[src/rtl/ex_arb_pkg.sv]
// Shared cpu definitions: ALU op encoding, byte width, and arbiter state/owner types.
// Latency: none (types, constants and helpers only).
// Backpressure: not applicable.
`ifndef BYTE
`define BYTE 8
`endif

package ex_arb_pkg;

  localparam int DATA_W = 16;
  localparam int STAT_W = `BYTE;

  // Grant one-hot bit positions
  localparam int GNT_DEC = 0;
  localparam int GNT_AGU = 1;

  typedef enum logic [2:0] {
    ALU_NOP = 3'd0,
    ALU_ADD = 3'd1,
    ALU_SUB = 3'd2,
    ALU_AND = 3'd3,
    ALU_OR  = 3'd4,
    ALU_XOR = 3'd5
  } alu_op_t;

  typedef enum logic {ARB_IDLE, ARB_RESP} arb_state_t;
  typedef enum logic {OWN_DEC, OWN_AGU}   arb_owner_t;

  // 16-bit saturating increment for event counters
  function automatic logic [15:0] sat_inc16(input logic [15:0] v);
    return (v == 16'hFFFF) ? v : v + 16'd1;
  endfunction

endpackage

[src/rtl/ex_arb_grant.sv]
// Combinational grant for the shared ALU: AGU fixed priority, DEC promoted once starved.
// Latency: 0 cycles (pure combinational).
// Backpressure: no grant at all while a result is held (state other than IDLE).
module ex_arb_grant
  import ex_arb_pkg::*;
#(
  parameter int MAX_WAIT = 4,
  parameter int WAIT_W   = 4
) (
  input  logic              i_dec_valid,
  input  logic              i_agu_valid,
  input  logic [WAIT_W-1:0] i_wait_cnt,
  input  logic              i_flush,
  input  arb_state_t        i_state,
  output logic [1:0]        o_grant
);

  logic w_dec_elig;
  logic w_starved;

  // A flush only kills DEC traffic; AGU stays eligible
  assign w_dec_elig = i_dec_valid && !i_flush;
  assign w_starved  = (i_wait_cnt >= WAIT_W'(MAX_WAIT));

  // Pick at most one requester, only when no result is held
  always_comb begin
    o_grant = 2'b00;
    if (i_state == ARB_IDLE) begin
      if (w_dec_elig && i_agu_valid) begin
        if (w_starved) o_grant[GNT_DEC] = 1'b1;
        else           o_grant[GNT_AGU] = 1'b1;
      end else if (w_dec_elig) begin
        o_grant[GNT_DEC] = 1'b1;
      end else if (i_agu_valid) begin
        o_grant[GNT_AGU] = 1'b1;
      end
    end
  end

endmodule

[src/rtl/ex_arb.sv]
// Shares the execute ALU between DEC and AGU; holds one result until its owner takes it (EX_ARB_PERF_EN adds stall counters).
// Latency: accept in cycle N, result valid (and DEC status strobe) at N+1.
// Backpressure: both ready outputs low while a result is held; next grant the cycle after release.
module ex_arb
  import ex_arb_pkg::*;
#(
  parameter int MAX_WAIT = 4,
  parameter int WAIT_W   = 4
) (
  input  logic              clk_i,
  input  logic              rstn_i,
  input  logic              flush_i,
  // decode requester
  input  logic              dec_valid_i,
  output logic              dec_ready_o,
  input  logic [DATA_W-1:0] dec_op_A_i,
  input  logic [DATA_W-1:0] dec_op_B_i,
  input  alu_op_t           dec_alu_op_i,
  output logic [DATA_W-1:0] dec_res_o,
  output logic              dec_res_valid_o,
  input  logic              dec_res_ready_i,
  // address-generation requester
  input  logic              agu_valid_i,
  output logic              agu_ready_o,
  input  logic [DATA_W-1:0] agu_op_A_i,
  input  logic [DATA_W-1:0] agu_op_B_i,
  input  alu_op_t           agu_alu_op_i,
  output logic [DATA_W-1:0] agu_res_o,
  output logic              agu_res_valid_o,
  input  logic              agu_res_ready_i,
  // ALU
  output logic [DATA_W-1:0] alu_op_A_o,
  output logic [DATA_W-1:0] alu_op_B_o,
  output alu_op_t           alu_op_o,
  input  logic [DATA_W-1:0] alu_res_i,
  input  logic [STAT_W-1:0] alu_status_i,
  input  logic              alu_status_we_i,
  // status commit
  output logic [STAT_W-1:0] status_reg_o,
  output logic              status_reg_we_o,
  output logic              busy_o
`ifdef EX_ARB_PERF_EN
  ,
  output logic [15:0]       perf_dec_stall_o,
  output logic [15:0]       perf_agu_stall_o
`endif
);

  localparam logic [WAIT_W-1:0] WAIT_SAT = '1;

  arb_state_t        r_state;
  arb_owner_t        r_owner;
  logic [DATA_W-1:0] r_dec_res;
  logic [DATA_W-1:0] r_agu_res;
  logic [STAT_W-1:0] r_status;
  logic              r_status_we;
  logic [WAIT_W-1:0] r_wait_cnt;

  logic              w_dec_req;
  logic              w_agu_req;
  logic [1:0]        w_grant;

  // Requests are masked while reset is asserted so ready/ALU outputs sit at reset values
  assign w_dec_req = dec_valid_i && rstn_i;
  assign w_agu_req = agu_valid_i && rstn_i;

  ex_arb_grant #(
    .MAX_WAIT (MAX_WAIT),
    .WAIT_W   (WAIT_W)
  ) u_grant (
    .i_dec_valid (w_dec_req),
    .i_agu_valid (w_agu_req),
    .i_wait_cnt  (r_wait_cnt),
    .i_flush     (flush_i),
    .i_state     (r_state),
    .o_grant     (w_grant)
  );

  assign dec_ready_o     = w_grant[GNT_DEC];
  assign agu_ready_o     = w_grant[GNT_AGU];
  assign dec_res_o       = r_dec_res;
  assign agu_res_o       = r_agu_res;
  assign dec_res_valid_o = (r_state == ARB_RESP) && (r_owner == OWN_DEC);
  assign agu_res_valid_o = (r_state == ARB_RESP) && (r_owner == OWN_AGU);
  assign status_reg_o    = r_status;
  // A flush landing on the strobe cycle cancels the commit of a DEC result being dropped
  assign status_reg_we_o = r_status_we && !flush_i;
  assign busy_o          = (r_state == ARB_RESP);

  // Steer the granted requester's operands onto the ALU; NOP when idle
  always_comb begin
    alu_op_A_o = '0;
    alu_op_B_o = '0;
    alu_op_o   = ALU_NOP;
    if (w_grant[GNT_AGU]) begin
      alu_op_A_o = agu_op_A_i;
      alu_op_B_o = agu_op_B_i;
      alu_op_o   = agu_alu_op_i;
    end else if (w_grant[GNT_DEC]) begin
      alu_op_A_o = dec_op_A_i;
      alu_op_B_o = dec_op_B_i;
      alu_op_o   = dec_alu_op_i;
    end
  end

  // Arbiter FSM: capture result on accept, hold until owner release or DEC flush
  always_ff @(posedge clk_i or negedge rstn_i) begin
    if (!rstn_i) begin
      r_state     <= ARB_IDLE;
      r_owner     <= OWN_DEC;
      r_dec_res   <= '0;
      r_agu_res   <= '0;
      r_status    <= '0;
      r_status_we <= 1'b0;
    end else begin
      r_status_we <= 1'b0;
      case (r_state)
        ARB_IDLE: begin
          if (w_grant[GNT_DEC]) begin
            r_dec_res <= alu_res_i;
            r_owner   <= OWN_DEC;
            r_state   <= ARB_RESP;
            if (alu_status_we_i) begin
              r_status    <= alu_status_i;
              r_status_we <= 1'b1;
            end
          end else if (w_grant[GNT_AGU]) begin
            // AGU adds never touch the status register
            r_agu_res <= alu_res_i;
            r_owner   <= OWN_AGU;
            r_state   <= ARB_RESP;
          end
        end
        ARB_RESP: begin
          if (r_owner == OWN_DEC) begin
            if (flush_i || dec_res_ready_i) r_state <= ARB_IDLE;
          end else begin
            if (agu_res_ready_i) r_state <= ARB_IDLE;
          end
        end
        default: r_state <= ARB_IDLE;
      endcase
    end
  end

  // Starvation counter: counts denied DEC cycles, cleared by accept, idle DEC or flush
  always_ff @(posedge clk_i or negedge rstn_i) begin
    if (!rstn_i) begin
      r_wait_cnt <= '0;
    end else if (flush_i || !dec_valid_i || dec_ready_o) begin
      r_wait_cnt <= '0;
    end else if (r_wait_cnt != WAIT_SAT) begin
      r_wait_cnt <= r_wait_cnt + 1'b1;
    end
  end

`ifdef EX_ARB_PERF_EN
  logic [15:0] r_perf_dec;
  logic [15:0] r_perf_agu;

  assign perf_dec_stall_o = r_perf_dec;
  assign perf_agu_stall_o = r_perf_agu;

  // Saturating stall counters: requester valid but not granted
  always_ff @(posedge clk_i or negedge rstn_i) begin
    if (!rstn_i) begin
      r_perf_dec <= '0;
      r_perf_agu <= '0;
    end else begin
      if (dec_valid_i && !dec_ready_o) r_perf_dec <= sat_inc16(r_perf_dec);
      if (agu_valid_i && !agu_ready_o) r_perf_agu <= sat_inc16(r_perf_agu);
    end
  end
`endif

endmodule

[config.mk]
export PLATFORM = sky130hd
export DESIGN_NAME = ex_arb
export DESIGN_NICKNAME = d
export VERILOG_FILES = /design/src/rtl/ex_arb_pkg.sv /design/src/rtl/ex_arb_grant.sv /design/src/rtl/ex_arb.sv
export SDC_FILE = /design/constraint.sdc
export NUM_CORES = 1
export LEC_CHECK = 0
export ABC_AREA = 1
export CORE_MARGIN = 2
export CORE_UTILIZATION = 35
export DETAILED_ROUTE_END_ITERATION = 8
export PLACE_DENSITY = 0.91
export SYNTH_ARGS = -nofsm -noshare
export SYNTH_HDL_FRONTEND = slang
export SYNTH_HIERARCHICAL = 1
export SYNTH_SLANG_ARGS = --single-unit
export TNS_END_PERCENT = 1
[constraint.sdc]
create_clock -name clk_i -period 2 [get_ports clk_i]
set_input_delay 0.3 -clock clk_i [delete_from_list [all_inputs] [get_ports clk_i]]
set_output_delay 0.3 -clock clk_i [all_outputs]
set_load 0.05 [all_outputs]
==> results of run 1 <==
[power by group through the flow]
stage	Combinational, W	Sequential (W)	Clock (W)
2_1_floorplan	0.00104	0.00311	0
3_3_place_gp	0.00389	0.00164	0
3_5_place_dp	0.00395	0.00166	0
4_1_cts	0.00412	0.00165	0.000578
5_1_grt	0.00432	0.00170	0.000619
6_report	0.00412	0.00166	0.000556
[per-layer routing]
metal / global-route usage, % / wire (um) / vias to the layer above
li1: - / - / 1439
met1: 26.5 / 3560 / 1382
met2: 43.2 / 4880 / 142
met3: 9.79 / 967 / 24
met4: 11.3 / 392 / 0
met5: 0 / 0 / -
[cells by family after synthesis]
logic type,share of synthesized area (%)
simple gates,33.9
buf+inv,10.4
flops,47.1
compound gates,8.16
fa+ha+maj,0.501
[state kept, by name, indices dropped and copies added (netlist names)]
name,count
dec_res_o,16
r_owner,1
r_status_we,1
r_wait_cnt,4
status_reg_o,8
busy_o,1
agu_res_o,16
[how the worst max path moves through the flow]
stage,start,to,slack [ns],cells past startpoint
CTS,agu_valid_i,alu_op_A_o[12],-0.01,11
finish,r_wait_cnt[3]$_DFFE_PN0P_,alu_op_A_o[1],-0.007,9
detailed placement,dec_valid_i,alu_op_B_o[9],-0.15,11
global placement,agu_valid_i,alu_op_o[2],-0.11,9
floorplan,r_wait_cnt[2]$_DFFE_PN0P_,alu_op_A_o[10],0.005,8
global route,r_wait_cnt[3]$_DFFE_PN0P_,alu_op_A_o[11],-0.08,8
[layout make-up]
type | count | area, um^2 | share of cell area [%]
Tap cell | 96 | 120 | 2.44
Sequential cell | 47 | 1180 | 24.0
Clock buffer | 6 | 72.6 | 1.48
Timing Repair Buffer | 207 | 2230 | 45.3
Inverter | 31 | 119 | 2.42
Antenna cell | 1 | 2.50 | 0.0509
Multi-Input combinational cell | 239 | 1180 | 24.1
Clock inverter | 2 | 12.5 | 0.255
[per-stage QoR]
step | TNS [ns] | utilization, % | area [um^2] | hold slack [ns] | instances
floorplan | 0 | - | 2590 | 0.00441 | 334
global placement | -3.13 | 65.3 | 4490 | 0.116 | 612
detailed placement | -5.05 | 65.3 | 4490 | 0.112 | 612
CTS | -0.120 | 71.4 | 4900 | 0.114 | 628
global route | -1.83 | 71.5 | 4910 | 0.142 | 629
finish | -0.00665 | 71.5 | 4910 | 0.125 | 629
[layout by cell type, fill, tap and decap left out, types with 3 or more instances in the layout]
cell type,n
nand3_2,5
buf_8,8
clkbuf_8,5
buf_12,8
nand3_1,35
buf_4,16
nand2_2,31
o21ai_2,10
clkdlybuf4s50_1,137
inv_2,5
nand2_1,113
dfrtp_1,46
inv_1,25
buf_6,30
nor2_1,12
o21ai_1,23
nor2_4,3
[timing repair]
action / 4_1_cts / 5_1_grt
endpoints found under the hold margin: 9 / 0
gates resized for setup: 58 / 3
hold buffers: 1 / 0
endpoints found under the setup margin: 35 / 36
pin swaps: 6 / 1
cloned: 3 / 0
setup buffers: 4 / 0
==> qor.csv, run 1 <==
metric,value,unit
status,"finished, violations left",
violated checks,setup timing,
Total Wirelength,9810,um
TritonCTS sink count,47,
worst-skew pair later-pin latency,0.29,ns
final worst slack,-0.00665,ns
initial core utilization,36.4,%
IO Count,183,
YS warnings,6,
r2r worst-path depth,10,
count of final hold-check violations,0,
switching fraction of total power,51.3,%
"top cells by count, synth","144 x nand2_1, 47 x dfrtp_1, 40 x nand3_1",
cell with the most instances after synthesis,nand2_1,
Worst Path Required,1.70,ns
DRC viols,0,
sw power,0.00324,W
Max IR drop VDD,1240,uV
internal reg-to-reg setup slack,0.26,ns
Vias/cell,4.75,
max incr delay on CP,0.41,ns
Syn Nets,437,
"antenna viol nets, final",0,
crit end category,primary output,
"area leader, netlist",dfrtp_1,
Internal,0.00309,W
Worst Hold Class,primary input to asynchronous set/reset pin,
"Clk pin slew, worst setup/hold paths",0.08,ns
final period demand of the worst path,2.01,ns
total track usage,24.8,%
H-tree depth,2,
Setup WS pre-CTS,-0.149,ns
"Async S/R FF share, synth",100,%
PwrDens,1290,mW/mm^2
Area Growth Syn to Fin,96.7,%
first-pass GRT wire length,14900,um
RePlAce Congestion,0.828,
IO Port Bufs,182,
CTS root buffer,clkbuf_8,
Fillers,471,
DR vias,2987,
number of DRC markers in iteration 0,106,
total grt overflow,0,
Die Area,0.00783,mm^2
antenna violations before repair,1,
Crit Path Max Fanout,12,
worst path bufs/invs,4,
clock power share,8.8,%
Synth top area share,47.1,%
RSZ-0062 raised after global routing,true,
largest net degree at the start of global routing,39,
vias in the first global route,3063,
Slew headroom,63.9,%
Synth Cell Area,0.00250,mm^2
kind of critical path,flip-flop to primary output,
CTS Buf Count,5,
"delay-heaviest family, CP",buffers and inverters,
max_cap viols,0,
Chip Height,88.5,um
Reg power frac,26.2,%
nets,634,
worst-margin pin slew,0.540,ns
Core Box Area,0.00687,mm^2
TritonRoute pass-1 iters,4,
Clock Skew,0.00239,ns
# setup viols final,1,
worst-path cell chain,"nor2_2, o21ai_2, nor2_4, inv_4, buf_12, buf_16, nand3_1, nand2_2, buf_6",
Critical Path Source Type,flip-flop,
CP arrival,1.71,ns
routed wire length per instance,15.6,um
Synth cell types,19,
number of synthesized flops with an enable pin,0,
launch point of the worst reg-to-reg path,r_wait_cnt[3]$_DFFE_PN0P_,
die span in x,88.5,um
clock tree buffer depth,2,
sequential fraction of the synthesis area,47.1,%
fmax,498,MHz
placed wire-length estimate,6990,um
CTS tree,done,
flip-flop and latch count after synthesis,47,
Gate Count Post-Synth,334,
crit path max-delay cell type,dfrtp_1,
Final Total Pwr,0.00633,W
period utilisation layout,100,%
Cell Rows,30,
Slew Limit Fails,0,
combinational share of power,65.0,%
syn avg cell area,7.48,um^2
proportion of layout cells with a drive suffix above 1,24.6,%
"Top FF cell, synth",dfrtp_1,
Lkg Pwr,2.38,nW
Critical R2R Capture,dec_res_o[1]$_DFFE_PN0P_,
largest cells by area after synthesis,"dfrtp_1 47%, nand2_1 22%, nand3_1 8.0%",
(Power assumes the default switching activity.)
==> inputs of run 2 (changes only) <==
Settings changed: CORE_MARGIN 2 to default.
==> qor.csv, run 2 (synthesis gave the netlist of run 1 again) <==
metric,value,unit,change
initial core utilization,36.6,%,+0.20 points
violated checks,setup timing,,
final worst slack,-0.0676,ns,-0.0609 ns
CTS tree,done,,
Final Total Pwr,0.00648,W,+2.3%
Fillers,462,,-1.9%
largest net degree at the start of global routing,48,,+23%
worst-path cell chain,"nor2_4, o21ai_2, nor2_4, clkinv_4, buf_6, nand3_1, nand2_2, buf_8",,
crit path max-delay cell type,dfrtp_2,,
count of final hold-check violations,0,,unchanged
RSZ-0062 raised after global routing,true,,
Worst Hold Class,primary input to asynchronous set/reset pin,,
"commonest non-fill, non-tap cell in the layout",clkdlybuf4s50_1,,
Setup TNS,-0.436,ns,-0.429 ns
worst-skew pair later-pin latency,0.30,ns,about the same
proportion of layout cells with a drive suffix above 1,27.7,%,+3.1 points
Total Wirelength,9700,um,-1.1%
Slew Limit Fails,0,,unchanged
Cell Rows,30,,unchanged
Die Area,0.00748,mm^2,-4.5%
CTS root buffer,clkbuf_8,,
kind of critical path,flip-flop to primary output,,
number of DRC markers in iteration 0,87,,-18%
H-tree depth,2,,unchanged
most frequent cells in the layout,"137 x clkdlybuf4s50_1, 110 x nand2_1, 44 x dfrtp_1, 34 x nand2_2, 26 x inv_1",,
combinational share of power,63.5,%,-1.5 points
crit end category,primary output,,
DRC viols,0,,unchanged
placed wire-length estimate,6500,um,-7.0%
CP arrival,1.77,ns,+0.06 ns
RePlAce Congestion,0.809,,-2.2%
Lkg Pwr,2.38,nW,about the same
worst-margin pin slew,0.584,ns,+0.0439 ns
total grt overflow,0,,unchanged
Area Growth Syn to Fin,100,%,
Crit Path Max Fanout,6,,-6
first-pass GRT wire length,13200,um,-12%
PwrDens,1290,mW/mm^2,+0.55%
clock power share,11.1,%,+2.3 points
Slew headroom,61.0,%,-2.8 points
sw power,0.00328,W,+1.0%
IO Count,183,,unchanged
total track usage,22.9,%,-2.0 points
Critical Path Source Type,flip-flop,,
final period demand of the worst path,2.07,ns,+0.0609 ns
CTS Buf Count,5,,unchanged
die span in x,86.5,um,-2.3%
"Clk pin slew, worst setup/hold paths",0.09,ns,about the same
vias in the first global route,2766,,-9.7%
IO Port Bufs,182,,unchanged
Core Box Area,0.00683,mm^2,-0.55%
final core occ,73.2,%,+1.7 points
Reg power frac,25.4,%,-0.8 points
Clock Skew,0.0100,ns,+0.00765 ns
Worst path most repeated cell,nor2_4,,
DR vias,2960,,-0.90%
nets,632,,-0.32%
Post-Place Cells,610,,-0.33%
"delay-heaviest family, CP",simple AND/OR/NAND/NOR gates,,
status,"finished, violations left",,
switching fraction of total power,50.6,%,-0.67 points
clock tree buffer depth,2,,unchanged
Worst Path Required,1.70,ns,about the same
routed wire length per instance,15.5,um,-0.65%
antenna violations before repair,0,,-1
Vias/cell,4.73,,-0.43%
max_cap viols,0,,unchanged
worst path bufs/invs,3,,-1
"antenna viol nets, final",0,,unchanged
"non-filler cells, final",626,,-0.48%
Max IR drop VDD,1080,uV,-13%
ant diodes,0,,-1
max incr delay on CP,0.43,ns,+0.02 ns
period utilisation layout,103,%,+3.0 points
TritonCTS sink count,47,,unchanged
TritonRoute pass-1 iters,4,,unchanged
# setup viols final,25,,+24
Setup WS pre-CTS,-0.155,ns,-0.00559 ns
Internal,0.00320,W,+3.8%
Chip Height,86.5,um,-2.3%
fmax,484,MHz,-2.9%
## run 2: worst paths after layout
kind                                                   from                     endpoint  slack [ns]  cells past startpoint
worst min-delay path                                 rstn_i          r_owner$_DFFE_PN0P_        0.13                      2
worst max register to register    r_wait_cnt[3]$_DFFE_PN0P_    dec_res_o[15]$_DFFE_PN0P_        0.32                     10
min in group clk_i                                  flush_i    r_wait_cnt[2]$_DFFE_PN0P_        0.43                      5
worst max-delay path              r_wait_cnt[3]$_DFFE_PN0P_                alu_op_B_o[5]       -0.07                      8
worst min register to register  status_reg_o[2]$_DFFE_PN0P_  status_reg_o[2]$_DFFE_PN0P_        0.49                      2
max in group asynchronous                            rstn_i    r_wait_cnt[3]$_DFFE_PN0P_        1.43                      2
## run 2: timing repair
item	4_1_cts	5_1_grt
hold buffers	0	0
pin swaps	0	7
endpoints found under the setup margin	35	37
buffers inserted	0	5
cloned	0	3
resized for setup	54	31
## run 2: worst register-to-register path, cell delays in order (launching register included)
cell	delay (ns)
dfrtp_2	0.43
nor2_4	0.12
nand2_1	0.07
nand3_2	0.08
nor2_4	0.05
buf_4	0.14
inv_1	0.06
nor2_1	0.05
inv_2	0.39
nand2_1	0.11
o21ai_1	0.10
## run 2: final cells by class
type / count / area [um^2] / share of cell area [%]
Tap cell: 96 / 120 / 2.40
Inverter: 31 / 121 / 2.43
Clock buffer: 5 / 68.8 / 1.38
Sequential cell: 47 / 1180 / 23.6
Timing Repair Buffer: 205 / 2210 / 44.2
Clock inverter: 3 / 46.3 / 0.925
Multi-Input combinational cell: 239 / 1260 / 25.1
## run 2: per-layer routing
| layer | global-route usage [%] | wire length, um | vias up |
|---|---|---|---|
| met2 | 41.5 | 4920 | 149 |
| met5 | 0 | 0 | - |
| li1 | - | - | 1433 |
| met1 | 23.0 | 3450 | 1350 |
| met3 | 9.14 | 977 | 28 |
| met4 | 10.3 | 350 | 0 |
## run 2: power groups by stage
stage	clock network, W	logic, W	registers, W
after floorplan	0	0.00104	0.00311
after global placement	0	0.00388	0.00164
after detailed placement	0	0.00393	0.00166
after CTS	0.000732	0.00403	0.00165
after global routing	0.000771	0.00430	0.00170
final	0.000719	0.00411	0.00165
## run 2: stage by stage
stage / cell area [um^2] / hold WS [ns]
final: 5000 / 0.125
after floorplan: 2590 / 0.00441
after CTS: 4780 / 0.156
after global routing: 5000 / 0.185
after detailed placement: 4470 / 0.462
after global placement: 4470 / 0.459
==> RTL edit 1 (settings of run 1) <==
The macro `BYTE` goes from 8 to 7.
--- a/src/rtl/ex_arb_pkg.sv
+++ b/src/rtl/ex_arb_pkg.sv
@@ -2,7 +2,7 @@
 // Latency: none (types, constants and helpers only).
 // Backpressure: not applicable.
 `ifndef BYTE
-`define BYTE 8
+`define BYTE 7
 `endif
 
 package ex_arb_pkg;
Ports: changed (resized alu_status_i and status_reg_o); port bits go from 183 to 181. The function was not compared with the original's and may differ.
==> RTL edit 1 against run 1 <==
Power increased by 2.8%; first-iteration DRC count is 82% higher; cell area grew 5.2%; clock power up 25%; sequential cell count is 1 lower; the run still ends with setup timing left; wire length rose by 16%; setup slack lost 0.19 ns; highest routed layer unchanged; area after synthesis is 2.5% lower.
==> RTL edit 1: results (changes against run 1) <==
Critical path
  – Worst R2R Path Depth: 14 (was 10)
  – CP arrival: 1.90 ns (was 1.71 ns)
  – CP Max Fanout: 18 (was 12)
  – Endpoint of the worst register-to-register path: status_reg_o[6] (was dec_res_o[1])
  – Slowest CP cell: clkdlybuf4s50_1 (was dfrtp_1)
  – Crit path max-delay family: buffers and inverters (unchanged)
  – CP Launch Point: agu_valid_i (was r_wait_cnt[3])
  – CP peak stage delay: 0.46 ns (was 0.41 ns)
  – R2R Setup Slk: 0.07 ns (was 0.26 ns)
  – R2r startpoint: r_wait_cnt[2] (was r_wait_cnt[3])

STA
  – Max Clock Skew: 0.00453 ns (was 0.00239 ns)
  – Least-Margin Pin Slew: 0.569 ns (was 0.540 ns)
  – Final setup viols: 37 (was 1)
  – Final setup margin: -0.196 ns (was -0.00665 ns)

Place
  – Placed insts: 587 (was 612)
  – Routability cong.: 0.838 (was 0.828)
  – IO buf count: 180 (was 182)
  – DP HPWL: 6490 µm (was 6990 µm)
  – Setup WS pre-CTS: -0.227 ns (was -0.149 ns)

Logic synthesis
  – Largest cells by area after synthesis: dfrtp_1 (47%), nand2_1 (22%), nand3_1 (7.8%), o21ai_1 (6.8%), inv_1 (4.3%) (was dfrtp_1 (47%), nand2_1 (22%), nand3_1 (8.0%), o21ai_1 (4.8%), buf_6 (4.1%))
  – Sequential cell area fraction in the yosys report: 0.472 (was 0.471)
  – Synth top area share: 0.472 (was 0.471)
  – YS warnings: 6 (unchanged)
  – Post-synth top cells: nand2_1 (143), dfrtp_1 (46), nand3_1 (38) (was nand2_1 (144), dfrtp_1 (47), nand3_1 (40))
  – Synth async-reset ratio: 1.00 (unchanged)
  – Synth Instances: 331 (was 334)
  – Main synth FF type: dfrtp_1 (unchanged)
  – Synthesized Nets: 433 (was 437)
  – Synth unique cells: 20 (was 19)

Clock network
  – Max H-tree Level: 2 (unchanged)
  – Total CTS buffers: 5 (unchanged)
  – Latest clock arrival within the worst-skew pair: 0.29 ns (about the same)
  – Maximum clock path buffer count: 2 (unchanged)
  – Root Driver: clkbuf_8 (unchanged)

Global routing
  – Global Route Usage Sum: 0.247 (was 0.248)
  – Initial antenna violation count: 0 (was 1)
  – First-pass GRT wire length: 14,700 µm (was 14,900 µm)
  – Vias in the first global route: 3,034 (was 3,063)
  – Largest net degree at the start of global routing: 47 (was 39)

Outcome
  – Failing checks: setup timing (unchanged)
  – Outcome: complete, but fails checks (unchanged)

Route
  – DRT Pass-1 Iters: 4 (unchanged)
  – Via density: 5.13 (was 4.75)
  – DR iter-0 viols: 193 (was 106)
  – Drt wl/cell: 18.4 µm (was 15.6 µm)

Power and ir drop
  – VDD IR-drop max: 1.12 mV (was 1.24 mV)
  – Leakage power: 2.39 nW (was 2.38 nW)

Worst hold path
  – HP Class: in -> async (unchanged)

Cells and area
  – Share of cells above drive strength 1: 0.311 (was 0.246)
  – Number of diodes: 0 (was 1)
  – Layout Cells excl Fill: 617 (was 629)
  – Nets: 638 (was 634)
RTL edit 1: changes by cell type in the layout (fill, tap and decap cells not counted), sizes merged, moves of 2 or more:
cell,run 1,this run
buf,64,70
dlymetal6s2s,2,0
inv,31,38
nand3,41,39
nor2,16,14
RTL edit 1: worst reg2reg max path, delay by kind of cell, from the launching register on:
kind | cells | cell delay (ns)
flops | 1 | 0.43
simple gates | 8 | 0.66
buf+inv | 6 | 0.74
RTL edit 1: worst max-delay path by stage:
stage	endpoint	slack, ns	cells past startpoint
floorplan	alu_op_A_o[10]	0.04	8
finish	alu_op_A_o[11]	-0.20	10
global route	alu_op_B_o[1]	-0.27	9
detailed placement	alu_op_B_o[15]	-0.23	10
global placement	alu_op_B_o[15]	-0.22	10
CTS	alu_op_A_o[10]	-0.02	11
RTL edit 1: logic make-up after synthesis:
| family | Yosys count | share of synthesized area |
|---|---|---|
| buf+inv | 50 | 0.112 |
| flops | 46 | 0.472 |
| fa+ha+maj | 1 | 0.00513 |
| compound gates | 36 | 0.0749 |
| simple gates | 198 | 0.336 |
RTL edit 1: final cells by class:
class	instances	area, µm²
Clock inverter	3	45.0
Timing Repair inverter	5	43.8
Inverter	33	131
Timing Repair Buffer	210	2350
Clock buffer	5	68.8
Fill cell	409	1590
Sequential cell	46	1150
Multi-Input combinational cell	235	1280
Tap cell	80	100
RTL edit 1: where the power goes:
| part | switching [mW] | total [mW] | internal, mW | leakage (nW) |
|---|---|---|---|---|
| combinational | 2.69 | 4.18 | 1.50 | 1.76 |
| sequential | 0.278 | 1.63 | 1.35 | 0.576 |
| clock | 0.324 | 0.696 | 0.372 | 0.0504 |
RTL edit 1: what timing repair did:
item | 4_1_cts | 5_1_grt
cloned | 7 | 4
buffers inserted | 8 | 4
gates resized for setup | 76 | 41
pin swaps | 16 | 9
endpoints found under the setup margin | 36 | 35
RTL edit 1: layer usage:
metal | wire, µm | up-vias | track usage
li1 | - | 1440 | -
met2 | 5820 | 198 | 0.463
met3 | 1060 | 52 | 0.0578
met5 | 0 | - | 0
met4 | 547 | 0 | 0.0979
met1 | 3900 | 1474 | 0.265
RTL edit 1: metrics by stage:
stage | utilization | hold slack (ns) | total power, mW | TNS (ns) | cell area [µm²]
after global routing | 0.765 | 0.205 | 6.79 | -7.57 | 5170
final | 0.765 | 0.168 | 6.51 | -4.45 | 5170
after floorplan | - | 0.00441 | 4.05 | 0 | 2530
after global placement | 0.646 | 0.465 | 5.39 | -6.50 | 4360
after CTS | 0.728 | 0.186 | 6.42 | -0.207 | 4920
after detailed placement | 0.646 | 0.475 | 5.46 | -7.19 | 4360
==> RTL edit 2 (config.mk and constraints of run 1) <==
Made on the original files. Put one more register stage on the output `status_reg_o`, cleared by the reset. The value now appears one clock later. The other outputs are not delayed to match.
--- a/src/rtl/ex_arb.sv
+++ b/src/rtl/ex_arb.sv
@@ -82,7 +82,13 @@
   assign agu_res_o       = r_agu_res;
   assign dec_res_valid_o = (r_state == ARB_RESP) && (r_owner == OWN_DEC);
   assign agu_res_valid_o = (r_state == ARB_RESP) && (r_owner == OWN_AGU);
-  assign status_reg_o    = r_status;
+  always_ff @(posedge clk_i or negedge rstn_i) begin
+    if (!rstn_i) begin
+      status_reg_o <= '0;
+    end else begin
+      status_reg_o <= r_status;
+    end
+  end
   // A flush landing on the strobe cycle cancels the commit of a DEC result being dropped
   assign status_reg_we_o = r_status_we && !flush_i;
   assign busy_o          = (r_state == ARB_RESP);
Function: changed (a bounded check fails within 4 cycles, from zero or initial values and one cycle with rstn_i low).
==> RTL edit 2 against run 1 <==
The flow still finishes with violations (setup timing); wire length grew 2.1%; first-iteration DRC count fell by 19%; via count increased by 3.0%; sequential cell count grew 8; power up 6.2%; non-clock buffer count is 1 higher; worst hold slack better by 0.062 ns; setup slack got worse by 0.039 ns; area after synthesis rose by 4.4%; register-to-register slack lost 0.23 ns; cell area increased by 5.7%; die area increased by 4.2%; critical path type unchanged; largest cell class unchanged.
==> RTL edit 2: results (changes against run 1) <==
Cells and area
  – Nets: 639 (was 634)
  – Number of diodes: 0 (was 1)
  – Share of cells above drive strength 1: 0.237 (was 0.246)
  – Layout fillers: 548 (was 471)

Route
  – Via density: 4.85 (was 4.75)
  – DR vias: 3,078 (was 2,987)
  – Drt wl/cell: 15.8 µm (was 15.6 µm)

Outcome
  – Outcome: complete, but fails checks (unchanged)
  – Failing checks: setup timing (unchanged)

STA
  – Max Clock Skew: 0.00421 ns (was 0.00239 ns)
  – Final hold slack: 0.187 ns (was 0.125 ns)
  – Final setup margin: -0.0453 ns (was -0.00665 ns)
  – Least-Margin Pin Slew: 0.679 ns (was 0.540 ns)
  – Final setup viols: 21 (was 1)

Critical path
  – Worst R2R Path Depth: 14 (was 10)
  – R2R Setup Slk: 0.03 ns (was 0.26 ns)
  – CP arrival: 1.75 ns (was 1.71 ns)
  – CP peak stage delay: 0.45 ns (was 0.41 ns)
  – Endpoint of the worst register-to-register path: agu_res_o[8] (was dec_res_o[1])

Global routing
  – Initial antenna violation count: 0 (was 1)
  – Largest net degree at the start of global routing: 56 (was 39)

Logic synthesis
  – Largest cells by area after synthesis: dfrtp_1 (53%), nand2_1 (20%), nand3_1 (7.7%), o21ai_1 (4.6%), inv_1 (3.5%) (was dfrtp_1 (47%), nand2_1 (22%), nand3_1 (8.0%), o21ai_1 (4.8%), buf_6 (4.1%))
  – Synth Instances: 338 (was 334)
  – Post-synth top cells: nand2_1 (142), dfrtp_1 (55), nand3_1 (40) (was nand2_1 (144), dfrtp_1 (47), nand3_1 (40))

Place
  – Routability cong.: 0.839 (was 0.828)
  – Placed insts: 616 (was 612)
  – Dpl cell area: 0.00462 mm² (was 0.00449 mm²)

Power and ir drop
  – VDD IR-drop max: 0.968 mV (was 1.24 mV)
-- RTL edit 2: changes by cell type after synthesis, sizes merged --
| cell | change |
|---|---|
| dfrtp | +8 |
| inv | -2 |
| nor2 | -2 |
| nand2 | -1 |
| nand4 | +1 |
| o211ai | +1 |
| or2 | -1 |
-- RTL edit 2: timing repair --
action                                  CTS  global route
endpoints found under the setup margin   36            37
gates cloned                              1             4
endpoints found under the hold margin     0             0
pin swaps                                 3             9
hold buffers                              0             0
buffers inserted                          4             3
gates resized for setup                  45            47
-- RTL edit 2: worst max path at each step --
stage,endpoint
4_1_cts,alu_op_A_o[2]
3_3_place_gp,alu_op_B_o[15]
2_1_floorplan,alu_op_A_o[10]
5_1_grt,alu_op_B_o[5]
6_report,alu_op_B_o[5]
3_5_place_dp,alu_op_B_o[11]
-- RTL edit 2: per-layer routing --
metal | part of all wire | up-vias | global-route usage | wire [µm]
li1 | - | 1459 | - | -
met1 | 0.36 | 1438 | 0.240 | 3620
met2 | 0.53 | 143 | 0.416 | 5290
met3 | 0.064 | 38 | 0.0518 | 641
met4 | 0.047 | 0 | 0.101 | 467
met5 | 0 | - | 0 | 0
-- RTL edit 2: cell families (layout without fill, tap and decap cells) --
| group | count (synthesis) | after routing | synth area share |
|---|---|---|---|
| buffers and inverters | 46 | 244 | 0.0815 |
| AND/OR/NAND/NOR | 201 | 201 | 0.318 |
| adder cells (fa/ha/maj) | 1 | 1 | 0.00480 |
| AO/OA/AOI/OAI | 35 | 35 | 0.0681 |
| flip-flops | 55 | 55 | 0.528 |
-- RTL edit 2: power breakdown --
group          leakage, nW  switching (mW)  total [mW]  internal [mW]
combinational         1.74            2.65        4.09           1.44
sequential           0.694           0.314        1.93           1.62
clock               0.0513           0.337       0.704          0.367
-- RTL edit 2: worst register-to-register path, delay by kind of cell (launching register included) --
family / cells / cell delay, ns
buffers and inverters: 7 / 0.85
AND/OR/NAND/NOR: 6 / 0.49
AO/OA/AOI/OAI: 1 / 0.07
flip-flops: 1 / 0.44
-- RTL edit 2: final cells by class --
class / count / area, µm² / area share
clock buffers: 6 / 72.6 / 0.0140
clock inverters: 1 / 30.0 / 0.00578
inverters: 29 / 116 / 0.0224
multi-input cells: 237 / 1170 / 0.226
flip-flops and latches: 55 / 1380 / 0.265
well taps: 99 / 124 / 0.0238
repair buffers: 208 / 2300 / 0.443
-- RTL edit 2: through the flow --
| stage | util | setup TNS [ns] | worst slack (ns) |
|---|---|---|---|
| after global routing | 0.716 | -3.69 | -0.131 |
| final | 0.716 | -0.341 | -0.0453 |
| after detailed placement | 0.637 | -5.03 | -0.168 |
| after CTS | 0.680 | -0.642 | -0.0301 |
| after floorplan | - | -0.320 | -0.0320 |
| after global placement | 0.637 | -3.52 | -0.116 |
